[src/rtl/imm_pkg.sv]
// Shared definitions for the RV immediate generator: format encodings and the
// combinational decode of instruction bits [31:7] into an extended immediate.
package imm_pkg;

  localparam logic [2:0] IMM_I     = 3'b000;
  localparam logic [2:0] IMM_S     = 3'b001;
  localparam logic [2:0] IMM_B     = 3'b010;
  localparam logic [2:0] IMM_J     = 3'b011;
  localparam logic [2:0] IMM_U     = 3'b100;
  localparam logic [2:0] IMM_SHAMT = 3'b101;

  // instr[k] here is instruction bit k+7. Result is {err, imm[63:0]}; callers
  // keep the low XLEN bits, which is the correct sign extension for 32 as well.
  function automatic logic [64:0] imm_decode(input logic [24:0] instr,
                                             input logic [2:0]  src,
                                             input int unsigned xlen);
    logic [63:0] imm;
    logic        err;
    imm = '0;
    err = 1'b0;
    case (src)
      IMM_I:     imm = {{52{instr[24]}}, instr[24:13]};
      IMM_S:     imm = {{52{instr[24]}}, instr[24:18], instr[4:0]};
      IMM_B:     imm = {{52{instr[24]}}, instr[0], instr[23:18], instr[4:1], 1'b0};
      IMM_J:     imm = {{44{instr[24]}}, instr[12:5], instr[13], instr[23:14], 1'b0};
      IMM_U:     imm = {{32{instr[24]}}, instr[24:5], 12'b0};
      IMM_SHAMT: imm = (xlen == 64) ? {58'b0, instr[18:13]} : {59'b0, instr[17:13]};
      default:   err = 1'b1;
    endcase
    return {err, imm};
  endfunction

endpackage

[src/rtl/imm_skid_buf.sv]
// Generic 2-entry valid/ready skid buffer: a main output register plus one skid
// register, with in_ready taken directly from a flop.
module imm_skid_buf #(
  parameter int W = 8
) (
  input  logic         clk,
  input  logic         reset,
  input  logic         flush,
  input  logic         in_valid,
  output logic         in_ready,
  input  logic [W-1:0] in_data,
  output logic         out_valid,
  input  logic         out_ready,
  output logic [W-1:0] out_data
);

  logic         main_vld;
  logic         skid_vld;
  logic         ready_q;
  logic [W-1:0] main_q;
  logic [W-1:0] skid_q;
  logic         accept;
  logic         deliver;

  assign accept    = in_valid & ready_q;
  assign deliver   = main_vld & out_ready;
  assign in_ready  = ready_q;
  assign out_valid = main_vld;
  assign out_data  = main_q;

  // Main register refills from skid first so ordering stays FIFO.
  always_ff @(posedge clk or posedge reset) begin
    if (reset) begin
      main_vld <= 1'b0;
      skid_vld <= 1'b0;
      ready_q  <= 1'b1;
      main_q   <= '0;
    end else if (flush) begin
      main_vld <= 1'b0;
      skid_vld <= 1'b0;
      ready_q  <= 1'b1;
    end else if (!main_vld || deliver) begin
      if (skid_vld) begin
        main_q   <= skid_q;
        main_vld <= 1'b1;
        skid_vld <= 1'b0;
        ready_q  <= 1'b1;
      end else begin
        main_vld <= accept;
        if (accept) main_q <= in_data;
      end
    end else if (accept) begin
      skid_vld <= 1'b1;
      ready_q  <= 1'b0;
    end
  end

  // Skid payload needs no reset; its contents are only observed when skid_vld is set.
  always_ff @(posedge clk) begin
    if (accept && main_vld && !deliver && !flush) skid_q <= in_data;
  end

endmodule

[src/rtl/imm_extend_pipe.sv]
// Registered, handshaked immediate generator between decode and the ID/EX
// register: decodes on the input side and holds results in a 2-entry skid.
module imm_extend_pipe
  import imm_pkg::*;
#(
  parameter int XLEN  = 32,
  parameter int TAG_W = 5
) (
  input  logic             clk,
  input  logic             reset,
  input  logic             flush,
  input  logic             in_valid,
  output logic             in_ready,
  input  logic [24:0]      in_instr,
  input  logic [2:0]       in_src,
  input  logic [TAG_W-1:0] in_tag,
  output logic             out_valid,
  input  logic             out_ready,
  output logic [XLEN-1:0]  out_imm,
  output logic             out_err,
  output logic [TAG_W-1:0] out_tag
);

  localparam int W = 1 + XLEN + TAG_W;

  logic [64:0]  dec;
  logic [W-1:0] in_data;
  logic [W-1:0] out_data;

  assign dec     = imm_decode(in_instr, in_src, XLEN);
  assign in_data = {dec[64], dec[XLEN-1:0], in_tag};

  if (XLEN < 64) begin : g_narrow
    logic unused_hi;
    assign unused_hi = ^dec[63:XLEN];
  end

  imm_skid_buf #(.W(W)) u_skid (
    .clk       (clk),
    .reset     (reset),
    .flush     (flush),
    .in_valid  (in_valid),
    .in_ready  (in_ready),
    .in_data   (in_data),
    .out_valid (out_valid),
    .out_ready (out_ready),
    .out_data  (out_data)
  );

  assign {out_err, out_imm, out_tag} = out_data;

endmodule

[config.mk]
export PLATFORM = sky130hd
export DESIGN_NAME = imm_extend_pipe
export DESIGN_NICKNAME = d
export VERILOG_FILES = /design/src/rtl/imm_pkg.sv /design/src/rtl/imm_skid_buf.sv /design/src/rtl/imm_extend_pipe.sv
export SDC_FILE = /design/constraint.sdc
export NUM_CORES = 1
export LEC_CHECK = 0
export CORE_MARGIN = 4
export CORE_UTILIZATION = 50
export CTS_BUF_LIST = sky130_fd_sc_hd__clkbuf_8
export CTS_CLUSTER_SIZE = 30
export DETAILED_ROUTE_END_ITERATION = 6
export PLACE_DENSITY = 0.81
export SETUP_SLACK_MARGIN = 0.05
export SLEW_MARGIN = 30
export SYNTH_ARGS = -nofsm -noshare
export SYNTH_HDL_FRONTEND = slang
export SYNTH_SLANG_ARGS = --single-unit
export TNS_END_PERCENT = 50
[constraint.sdc]
create_clock -name clk -period 2.94 [get_ports clk]
set_input_delay 0.588 -clock clk [delete_from_list [all_inputs] [get_ports clk]]
set_output_delay 0.588 -clock clk [all_outputs]
set_load 0.1 [all_outputs]
=== Yosys cells after proc, flatten, opt, wreduce, memory -nomap -nowiden ===
Index checks and enable logic that the tools add are counted.

* Muxes and demuxes: 14
* Reduce and logical (&&, ||, !) cells: 14
* Bitwise logic cells: 3
* Equality and inequality tests: 6

{| class="wikitable"
|+ Operators with widths
! cell !! number
|-
| case mux 32 bit (6 select lines) || 1
|-
| 2-to-1 mux 38 bit || 2
|-
| 2-to-1 mux 1 bit || 11
|-
| equality test 3 x 2 -> 1 bit, second input constant || 2
|-
| equality test 3 bit, second input constant || 2
|-
| OR reduction 6 bit || 1
|-
| nonzero test 2 bit || 2
|-
| equality test 3 x 1 -> 1 bit, second input constant || 1
|-
| logical AND 1 bit || 3
|-
| logical NOT 1 bit || 3
|-
| logical NOT 3 bit || 1
|-
| inequality test 3 x 2 -> 1 bit, second input constant || 1
|-
| AND reduction 3 bit || 1
|-
| nonzero test 3 bit || 1
|-
| bitwise AND 1 bit || 2
|-
| AND reduction 2 bit || 1
|-
| logical OR 1 bit || 1
|-
| NOT 1 bit || 1
|}

* Input port bits: 38
* Register bits: 79

=== Depth between registers and ports, before layout ===
Gate-level depths: netlist of run 1.

* Depth in word-level cells: 5
* Gate-level depth with buffers: 6
* Mapped depth without buffers: 4

=== Hierarchy ===
Synthesis of run 1 repeated with hierarchy kept, for this count alone.

* Cells, all modules: 256
* Area, all modules: 3699.8 sq um

{| class="wikitable"
|+ By module, submodules not included
! module !! area an instance (sq um) !! sequential area each (sq um) !! cells each !! instances
|-
| imm_skid_buf || 3159.3 || 2168.3 || 174 || 1
|-
| imm_extend_pipe || 540.5 || 0.0 || 82 || 1
|}

=== Worst setup path before layout of run 1 ===
Ideal clock, no wire load.

* Path kind: register to register
* Start: reg u_skid.main_vld, in the netlist u_skid.out_valid
* End: reg u_skid.skid_q[0] (enable)
* Buffers on the path: 0
* Required time: 2507 ps
* Library setup time: 433 ps
* Cell stages (with the launch flop): 4
* Arrival: 2954 ps
* Path slack: -447 ps
* Path through: dfrtp_1 > nor2b_1 > nand2b_1 > nor2_1

* Word-level cells in the longest chain between the ends: 4
* Elaborated cells between the ends (all ways): 5

{| class="wikitable"
|+ Ends and longest elaborated chain
! what !! line !! text
|-
| from (decl) || imm_skid_buf.sv:17 || <nowiki>logic main_vld;</nowiki>
|-
| from (signal assigned) || imm_skid_buf.sv:49 || <nowiki>main_vld <= accept;</nowiki>
|-
| bitwise AND 1 bit || imm_skid_buf.sv:26 || <nowiki>assign deliver = main_vld & out_ready;</nowiki>
|-
| logical NOT 1 bit || imm_skid_buf.sv:60 || <nowiki>if (accept && main_vld && !deliver && !flush) skid_q <= in_data;</nowiki>
|-
| logical AND 1 bit (*) (2 in series) || imm_skid_buf.sv:60 ||
|-
| to (signal assigned) || imm_skid_buf.sv:60 ||
|-
| to (decl) || imm_skid_buf.sv:21 || <nowiki>logic [W-1:0] skid_q;</nowiki>
|}

Every way passes the cells marked *; elsewhere a longest branch is shown, timed or not.
A chain may end at the register's enable or synchronous reset.

=== Final worst setup path of run 1 ===
* Start: in in_src[1]
* End: reg u_skid.skid_q[6], data pin

* Word-level cells in the longest chain between the ends: 2
* Elaborated cells between the ends (all ways): 7

{| class="wikitable"
|+ Ends and longest elaborated chain
! what !! line !! text
|-
| from (decl) || imm_extend_pipe.sv:15 || <nowiki>input logic [2:0] in_src,</nowiki>
|-
| equality test 3 bit, or another cell as far along || imm_pkg.sv:21 || <nowiki>case (src)</nowiki>
|-
| case mux 32 bit (6 select lines) (*) || imm_pkg.sv:21 ||
|-
| named net dec[1] || imm_extend_pipe.sv:26 || <nowiki>logic [64:0] dec;</nowiki>
|}

The timed path passes the listed nets; every way through them passes the cells marked *.

==> results of run 1 <==
==> power breakdown <==
| group | internal, W | switching, W | total [W] | leakage (nW) |
|---|---|---|---|---|
| combinational | 0.000272 | 0.000942 | 0.00121 | 1.04 |
| sequential | 0.00127 | 0.0000621 | 0.00133 | 0.870 |
| clock | 0.000387 | 0.000396 | 0.000784 | 0.104 |
| total | 0.00193 | 0.00140 | 0.00333 | 2.01 |
==> path summary, 6_finish.rpt <==
check                                 endpoint  slack (ns)  cells past startpoint
setup / recovery              u_skid.skid_q[6]        0.65                      4
hold / removal              u_skid.out_data[3]        0.48                      2
setup reg to reg           u_skid.out_data[18]        0.80                      4
hold reg to reg             u_skid.out_data[3]        0.48                      2
max in group asynchronous  u_skid.out_data[21]        1.76                      3
min in group asynchronous  u_skid.out_data[28]        0.60                      2
==> per-layer routing <==
| metal | share of wire | track usage | up-vias |
|---|---|---|---|
| met5 | 0 | 0 | - |
| met3 | 0.073 | 0.0394 | 18 |
| met1 | 0.43 | 0.297 | 1344 |
| met4 | 0.024 | 0.0977 | 0 |
| li1 | - | - | 1310 |
| met2 | 0.48 | 0.320 | 130 |
==> layout make-up <==
type,count,share of cell area
clock buffer,9,0.0270
clock inverter,7,0.0145
inverter,12,0.00983
multi-input combinational,205,0.284
sequential,79,0.473
tap,96,0.0262
timing repair buffer,87,0.166
==> through the flow <==
step | std cells | hold WS [ns]
finish | 495 | 0.485
global placement | 479 | 0.462
floorplan | 323 | 0.470
detailed placement | 479 | 0.472
CTS | 495 | 0.491
global route | 495 | 0.515
==> cells by family (layout without fill, tap and decap cells) <==
family	after synthesis	count (layout)	synth area share
compound gates	98	98	0.185
xor+xnor	1	1	0.00243
buf+inv	39	115	0.0423
flops	79	79	0.600
mux	17	17	0.0475
simple gates	89	89	0.123
==> cell usage after synthesis (all sizes together), types with 2 or more instances <==
master	n	area (sq um)
a221oi	10	87.6
nor2	8	30.0
nand2	37	139
buf	7	32.5
or3	3	18.8
o211ai	9	108
mux2i	16	160
edfxtp	38	1140
o22a	8	70.1
dfrtp	40	1000
nor2b	10	62.6
inv	12	45.0
nor3b	4	30.0
or3b	2	17.5
clkbuf	20	75.1
o21ai	31	155
nand2b	2	12.5
a21oi	22	110
and3	2	12.5
and2	5	31.3
nor4b	2	17.5
a21o	11	82.6
nand3	12	60.1
==> registers in the layout, summed over array words and instances, names as in the netlist <==
register / cells
u_skid.out_valid: 1
u_skid.skid_q: 38
u_skid.skid_vld: 1
u_skid.in_ready: 1
u_skid.out_data: 38
==> critical path, stage by stage <==
cell,delay [ns]
clkdlybuf4s50_1,0.69
xor2_1,0.50
nor3b_1,0.16
or3b_2,0.46
==> results.json, run 1 <==
{
  "final_common_cell": "buf_4",
  "max_freq_mhz": 437,
  "start_util": 0.523,
  "multiInputGateArea_sq_um": 1300,
  "clockBufferDepth": 2,
  "synth_enable_flop_cells": 38,
  "clkLatencyLatePin_ns": 0.36,
  "final_core_util": 0.663,
  "power_density_nw_per_um2": 727,
  "fill_cells": 551,
  "syn_area_per_cell_sq_um": 11.2,
  "finalInstanceArea_sq_um": 4580,
  "layout.nets": 432,
  "r2r-start": "u_skid.skid_vld",
  "drt.antenna.violating_nets": 0,
  "routed_wl_um": 8630,
  "viasPerCell": 5.66,
  "finalSetupViolCount": 0,
  "area_growth_pct": 26.9,
  "holdBufCountCts": 0,
  "num_rows": 30,
  "clock_tree.root_cell": "clkbuf_8",
  "worstMarginPinSlew_ns": 0.800,
  "drcViolationCount": 0,
  "power.total_w": 0.00333,
  "cts_htree_levels": 3,
  "crit_type": "in -> reg",
  "crit_path_start_kind": "primary input",
  "path_max_fanout": 11,
  "antenna_cells": 0,
  "grt_pass1_wl_um": 14200,
  "dpl_cell_area_sq_um": 4390,
  "fin_skew_ns": 0.0133,
  "endpoint_kind": "register",
  "finalSetupTns_ns": 0,
  "min_period_ns": 2.29,
  "p_leak_nw": 2.01,
  "synth_ff_type": "dfrtp_1",
  "vdd_drop_max_v": 0.000379,
  "hold_viol": 0,
  "drive_above_1_share": 0.203,
  "grt.total_usage": 0.212,
  "ys_async_sr_fraction": 0.519,
  "num_vias": 2802,
  "grt_overflow": 0,
  "wl_per_cell_um": 17.4,
  "critPathArrivalTime_ns": 2.39,
  "status": "finished, final reports clean",
  "synthCells": 323,
  "core_area_sq_um": 6910,
  "slew_headroom": 0.465,
  "layout_common_cells": "buf_4 (49), dfrtp_1 (40), edfxtp_1 (38)",
  "ys_ff_latch": 79,
  "die_x_um": 93.0,
  "drv_cap": 0,
  "maxSlewViolCount": 0,
  "syn-num-nets": 361,
  "drtPass1Iterations": 4,
  "globalplace.congestion": 0.837,
  "yosys_warnings": 0,
  "dp_slack_ns": 0.302,
  "crit_start": "in_src[1]",
  "hpwlAfterDp_um": 5980,
  "cts_buffers": 9,
  "ios": 78,
  "required_ns": 3.04,
  "grt_pass1_vias": 2791,
  "grt_max_degree": 61,
  "postCtsSetupBuffers": 0,
  "die_y_um": 93.0,
  "hp-start": "u_skid.out_data[3]",
  "antenna_found_initial": 0,
  "setup_slack_ns": 0.650,
  "yosysSeqAreaShare": 0.600,
  "drtIter0Drc": 238,
  "seq_area_sq_um": 2170,
  "ys_types": 38,
  "clk_transition_reported_paths_ns": 0.08,
  "rsz0062_at_grt": "false",
  "worstHoldPathType": "reg -> reg",
  "cts_sinks": 79,
  "cts_resized": 0,
  "cts_tree": "done",
  "syn_area_sq_um": 3610,
  "fin_crit_sh": 0.779,
  "dieArea_sq_um": 8650,
  "portBuffers": 77
}
Note: power is estimated with default switching activity, not from simulation.
==> inputs of run 2 (changes only) <==
--- a/config.mk
+++ b/config.mk
@@ -6,11 +6,11 @@
 export NUM_CORES = 1
 export LEC_CHECK = 0
 export CORE_MARGIN = 4
-export CORE_UTILIZATION = 50
+export CORE_UTILIZATION = 47
 export CTS_BUF_LIST = sky130_fd_sc_hd__clkbuf_8
 export CTS_CLUSTER_SIZE = 30
 export DETAILED_ROUTE_END_ITERATION = 6
-export PLACE_DENSITY = 0.81
+export PLACE_DENSITY = 0.8
 export SETUP_SLACK_MARGIN = 0.05
 export SLEW_MARGIN = 30
 export SYNTH_ARGS = -nofsm -noshare
==> constraint.sdc (replaced) <==
create_clock -name clk -period 1.8 [get_ports clk]
set_input_delay 0.36 -clock clk [delete_from_list [all_inputs] [get_ports clk]]
set_output_delay 0.36 -clock clk [all_outputs]
set_load 0.1 [all_outputs]
==> run 2 against run 1 <==
  * Clock-buffer cell count did not move
  * Non-clock buffer count increased by 21
  * First-iteration DRC count is 8.4% lower
  * Global-route usage about the same
  * Clock skew fell by 0.0030 ns
  * Sequential cell count unchanged
  * Critical path depth is 1 higher
  * Die area rose by 5.8%
  * Critical endpoint is now u_skid.out_data[20]
==> results.json, run 2 (synthesized netlist as in run 1, its figures left out) <==
{
  "drcViolationCount": 0,
  "slowest_delay_ns": 0.62,
  "finalSetupTns_ns": 0,
  "slew_headroom": 0.695,
  "fin_skew_ns": 0.0103,
  "final_common_cell": "buf_12",
  "endpoint_kind": "register",
  "ios": 78,
  "num_vias": 2928,
  "hold_viol": 0,
  "grt_max_degree": 61,
  "use_met3": 0.0300,
  "setup_slack_ns": 0.0725,
  "swShare": 0.403,
  "die_y_um": 95.7,
  "layout_common_cells": "buf_12 (42), dfrtp_1 (39), edfxtp_1 (38)",
  "min_period_ns": 1.73,
  "top_usage_layer": "met2",
  "maxSlewViolCount": 0,
  "combPwrFrac": 0.404,
  "final_cell_count_no_fill": 519,
  "crit_chain": "a21oi_2 > or3_4 > or3_4 > buf_8 > o211ai_2",
  "area_growth_pct": 48.0,
  "worstMarginPinSlew_ns": 0.456,
  "required_ns": 2.07,
  "rsz0062_at_grt": "true",
  "worstHoldPathType": "in -> async",
  "cp_slowest_cell": "dfstp_4",
  "seq_area_sq_um": 2180,
  "final_core_util": 0.725,
  "seqPwrFrac": 0.374,
  "clkLatencyLatePin_ns": 0.36,
  "multiInputGateArea_sq_um": 1350,
  "critPathArrivalTime_ns": 2.00,
  "routed_wl_um": 9120,
  "internal-power_w": 0.00362,
  "clockBufferDepth": 2,
  "cts_tree": "done",
  "dp_slack_ns": -0.403,
  "drtIter0Drc": 218,
  "met2_usage": 0.343,
  "wl_per_cell_um": 17.6,
  "dieArea_sq_um": 9150,
  "place_inst": 502,
  "fin_crit_sh": 0.960,
  "crit_type": "reg -> reg",
  "num_rows": 31,
  "antenna_cells": 0,
  "critPathMostFrequentCell": "or3_4",
  "hpwlAfterDp_um": 6530,
  "portBuffers": 77,
  "grt.total_usage": 0.211,
  "p_clk_frac": 0.222,
  "p_leak_nw": 2.30,
  "grt_pass1_vias": 3029,
  "vdd_drop_max_v": 0.000625,
  "clk_transition_reported_paths_ns": 0.08,
  "globalRouteMet1Util": 0.276,
  "layout.nets": 453,
  "fill_cells": 519,
  "drtPass1Iterations": 5,
  "holdBufCountCts": 0,
  "drive_above_1_share": 0.274,
  "cts_sinks": 79,
  "power.total_w": 0.00606,
  "status": "finished, final reports clean",
  "drv_cap": 0,
  "p_sw_w": 0.00244,
  "viasPerCell": 5.64,
  "path_max_fanout": 8,
  "crit_path_start_kind": "register",
  "core_area_sq_um": 7370,
  "globalplace.congestion": 0.878,
  "grt_pass1_wl_um": 14800,
  "grt_overflow": 0,
  "max_freq_mhz": 579,
  "antenna_found_initial": 0,
  "power_density_nw_per_um2": 1130,
  "start_util": 0.490,
  "clock_tree.root_cell": "clkbuf_8",
  "finalSetupViolCount": 0,
  "die_x_um": 95.7,
  "cts_buffers": 9,
  "drt.antenna.violating_nets": 0,
  "cts_htree_levels": 3
}
[run 2: layer usage]
| layer | vias to the layer above | share of wire |
|---|---|---|
| li1 | 1356 | - |
| met1 | 1430 | 0.40 |
| met2 | 120 | 0.50 |
| met3 | 22 | 0.063 |
| met4 | 0 | 0.031 |
| met5 | - | 0 |
[run 2: path summary, 6_finish.rpt]
| kind | startpoint | endpoint | slack [ns] | depth (start not counted) |
|---|---|---|---|---|
| min in group clk | u_skid.skid_q[17] | u_skid.out_data[17] | 0.50 | 2 |
| worst min register to register | u_skid.skid_q[17] | u_skid.out_data[17] | 0.50 | 2 |
| max in group asynchronous | reset | u_skid.in_ready | 1.20 | 3 |
| worst min-delay path | reset | u_skid.out_data[24] | 0.35 | 3 |
| worst max-delay path | u_skid.in_ready | u_skid.out_data[20] | 0.07 | 5 |
| worst max register to register | u_skid.in_ready | u_skid.out_data[20] | 0.07 | 5 |
[run 2: timing repair]
action	4_1_cts	5_1_grt
pin swaps	7	4
setup endpoints to repair	37	32
buffers inserted	1	0
resized for setup	6	8
[run 2: metrics by stage]
stage / hold slack [ns] / cell area, sq um
6_report: 0.348 / 5340
3_3_place_gp: 0.471 / 5080
4_1_cts: 0.352 / 5310
5_1_grt: 0.405 / 5340
3_5_place_dp: 0.485 / 5080
2_1_floorplan: 0.459 / 3650
[run 2: area by class of cell]
cell class | instances | share of cell area
flip-flops and latches | 79 | 0.407
repair buffers | 108 | 0.270
multi-input cells | 205 | 0.253
clock buffers | 9 | 0.0232
well taps | 99 | 0.0232
clock inverters | 7 | 0.0150
inverters | 12 | 0.00843
[run 2: power by group through the flow]
stage | clock, W | combinational [W] | sequential (W)
after floorplan | 0 | 0.000369 | 0.00334
after global placement | 0 | 0.00241 | 0.00229
after detailed placement | 0 | 0.00245 | 0.00230
after CTS | 0.00137 | 0.00246 | 0.00226
after global routing | 0.00145 | 0.00254 | 0.00228
final | 0.00134 | 0.00245 | 0.00226
[run 2: worst max-delay path: cells and delay by family (launching register included)]
kind | cells | cell delay [ns]
compound gates | 2 | 0.19
buf+inv | 1 | 0.15
flops | 1 | 0.62
simple gates | 2 | 0.68
==> inputs of run 3 (changes only) <==
--- a/config.mk
+++ b/config.mk
@@ -6,14 +6,16 @@
 export NUM_CORES = 1
 export LEC_CHECK = 0
 export CORE_MARGIN = 4
-export CORE_UTILIZATION = 47
+export CORE_UTILIZATION = 48
 export CTS_BUF_LIST = sky130_fd_sc_hd__clkbuf_8
 export CTS_CLUSTER_SIZE = 30
 export DETAILED_ROUTE_END_ITERATION = 6
-export PLACE_DENSITY = 0.8
+export PLACE_DENSITY = 0.81
+export RECOVER_POWER = 100
 export SETUP_SLACK_MARGIN = 0.05
 export SLEW_MARGIN = 30
 export SYNTH_ARGS = -nofsm -noshare
 export SYNTH_HDL_FRONTEND = slang
+export SYNTH_HIERARCHICAL = 1
 export SYNTH_SLANG_ARGS = --single-unit
 export TNS_END_PERCENT = 50
==> run 3 against run 2 <==
  * Synthesized area increased by 2.5%
  * Highest routed layer unchanged
  * Global-route usage decreased by 1.7 points
  * Sequential share of layout area increased by 4.3 points
  * Fmax increased by 1.6%
  * Via count decreased by 16%
  * Clock-buffer cell count increased by 1
  * Synthesized cell count decreased by 21%
  * Largest cell class unchanged
  * Sequential cell count unchanged
  * Wire length decreased by 8.4%
  * Largest power group is now sequential cells
  * Sequential power decreased by 3%
  * Clock skew decreased by 0.0040 ns
  * Critical endpoint is now u_skid/out_data[25]
==> results.json, run 3 <==
{
  "grt.total_usage": 0.194,
  "cts_htree_levels": 3,
  "drcViolationCount": 0,
  "clockBufferDepth": 2,
  "syn_area_per_cell_sq_um": 14.5,
  "path_delay_family": "buffers and inverters",
  "hold_viol": 0,
  "clkLatencyLatePin_ns": 0.36,
  "path_buf_inv": 3,
  "finalInstanceArea_sq_um": 4830,
  "fin_crit_sh": 0.945,
  "critPathArrivalTime_ns": 1.94,
  "cts_sinks": 79,
  "yosys_warnings": 6,
  "num_vias": 2467,
  "path_max_fanout": 8,
  "drv_cap": 0,
  "synthTopCellsByCount": "mux2_2 (66), dfrtp_1 (40), edfxtp_1 (38), a21o_1 (11), mux2_1 (11)",
  "num_rows": 31,
  "p_leak_nw": 2.05,
  "rsz0062_at_grt": "false",
  "synth_ff_type": "dfrtp_1",
  "cp_slowest_cell": "mux2_1",
  "antenna_cells": 0,
  "yosysSeqAreaShare": 0.586,
  "ios": 78,
  "drt.antenna.violating_nets": 0,
  "worstMarginPinSlew_ns": 1.07,
  "grt_pass1_vias": 2602,
  "hpwlAfterDp_um": 5840,
  "crit_chain": "dlygate4sd2_1 > clkbuf_1 > nor3b_1 > clkbuf_1 > a21o_1 > mux2_2 > mux2_1",
  "globalplace.congestion": 0.799,
  "clk_transition_reported_paths_ns": 0.08,
  "finalSetupViolCount": 0,
  "ys_types": 31,
  "final_core_util": 0.656,
  "viasPerCell": 5.41,
  "dpl_cell_area_sq_um": 5190,
  "vdd_drop_max_v": 0.000628,
  "fin_skew_ns": 0.00627,
  "antenna_found_initial": 0,
  "ys_async_sr_fraction": 0.519,
  "synth_enable_flop_cells": 38,
  "synth_area_leader_cell": "edfxtp_1",
  "power_density_nw_per_um2": 1210,
  "grt_max_degree": 42,
  "crit_path_start_kind": "primary input",
  "synth_area_leaders": "edfxtp_1 (31%), dfrtp_1 (27%), mux2_2 (20%)",
  "drtPass1Iterations": 4,
  "clock_tree.root_cell": "clkbuf_8",
  "synthCells": 256,
  "worstHoldPathType": "in -> reg",
  "start_util": 0.502,
  "slew_headroom": 0.285,
  "portBuffers": 77,
  "min_period_ns": 1.70,
  "netlist.area_leader.share": 0.308,
  "grt_pass1_wl_um": 13300,
  "maxSlewViolCount": 0,
  "routed_wl_um": 8360,
  "status": "finished, final reports clean",
  "drtIter0Drc": 94,
  "final_common_cell": "mux2_2",
  "place_inst": 437,
  "syn-num-nets": 294,
  "cts_tree": "done",
  "crit_type": "in -> reg",
  "layout_common_cells": "mux2_2 (65), clkbuf_2 (39), dfrtp_1 (39)",
  "dieArea_sq_um": 9180,
  "yosysMostFrequentCell": "mux2_2",
  "area_growth_pct": 30.6,
  "power.total_w": 0.00582,
  "die_y_um": 95.8,
  "die_x_um": 95.8,
  "max_freq_mhz": 588,
  "critPathMostFrequentCell": "clkbuf_1",
  "cts_buffers": 9,
  "required_ns": 2.04,
  "grt_overflow": 0,
  "drive_above_1_share": 0.437,
  "ys_ff_latch": 79,
  "final_cell_count_no_fill": 456,
  "core_area_sq_um": 7370,
  "layout.nets": 391,
  "wl_per_cell_um": 18.3,
  "slowest_delay_ns": 0.30,
  "syn_area_sq_um": 3700,
  "endpoint_kind": "register"
}
## run 3: cell count changes in the layout (fill, tap and decap cells not counted), sizes merged, moves of 9 or more
cell	previous run	this run
nand3	12	0
a221oi	10	0
mux2	1	77
o211ai	9	0
nand2	37	5
a21oi	22	10
o21ai	31	5
clkbuf	9	54
buf	71	26
clkdlybuf4s50	36	27
mux2i	16	5
o22ai	0	9
inv	14	1
## run 3: per-stage QoR
step           TNS, ns  setup WS (ns)  hold slack [ns]
2_1_floorplan   -19.41         -0.477            0.419
3_3_place_gp    -14.07         -0.378            0.537
3_5_place_dp    -15.47         -0.401            0.544
4_1_cts              0         0.0914            0.356
5_1_grt              0         0.0463            0.482
6_report             0         0.0993            0.462
## run 3: final cells by class
class,instances,area (sq um)
fillers,538,2540
flip-flops and latches,79,2170
multi-input cells,155,1420
repair buffers,107,890
clock buffers,10,138
well taps,99,124
clock inverters,5,81.3
inverters,1,3.75
## run 3: cells by family (layout without fill, tap and decap cells)
family,count (synthesis),count (layout),synth area share
buffers and inverters,22,123,0.0365
xor gates and xnor gates,1,1,0.00744
DFF,79,79,0.586
muxes,82,82,0.248
AOI/OAI and AO/OA,45,45,0.0764
and+or+nand+nor,27,27,0.0457
## run 3: power by group
group          total, W  internal (W)  leakage [nW]  switching [W]
Combinational   0.00217      0.000485          1.08        0.00168
Clock           0.00146      0.000813         0.109       0.000645
Sequential      0.00220       0.00209         0.861       0.000108
## run 3: path summary, 6_finish.rpt
| kind | startpoint | endpoint | slack, ns | cells after the start |
|---|---|---|---|---|
| max in group asynchronous | reset | u_skid/skid_vld | 0.29 | 3 |
| setup reg to reg | u_skid/in_ready | u_skid/out_data[6] | 0.1 | 4 |
| setup / recovery | in_src[2] | u_skid/out_data[25] | 0.1 | 7 |
| min in group asynchronous | reset | u_skid/out_data[5] | 0.79 | 3 |
| hold reg to reg | u_skid/out_data[31] | u_skid/out_data[31] | 0.49 | 1 |
| hold / removal | in_instr[24] | u_skid/skid_q[36] | 0.46 | 2 |
## run 3: routing by layer
metal,share of wire,GRT usage,vias up
met4,0.026,0.110,0
li1,-,-,1150
met2,0.49,0.310,67
met5,0,0,-
met1,0.44,0.252,1235
met3,0.042,0.0305,15
## run 3: repair_timing
item	in CTS	in global routing
pin swaps	2	0
setup endpoints to repair	24	6
hold buffers	0	0
gates resized for setup	7	3
endpoints found under the hold margin	0	0
setup buffers	4	0
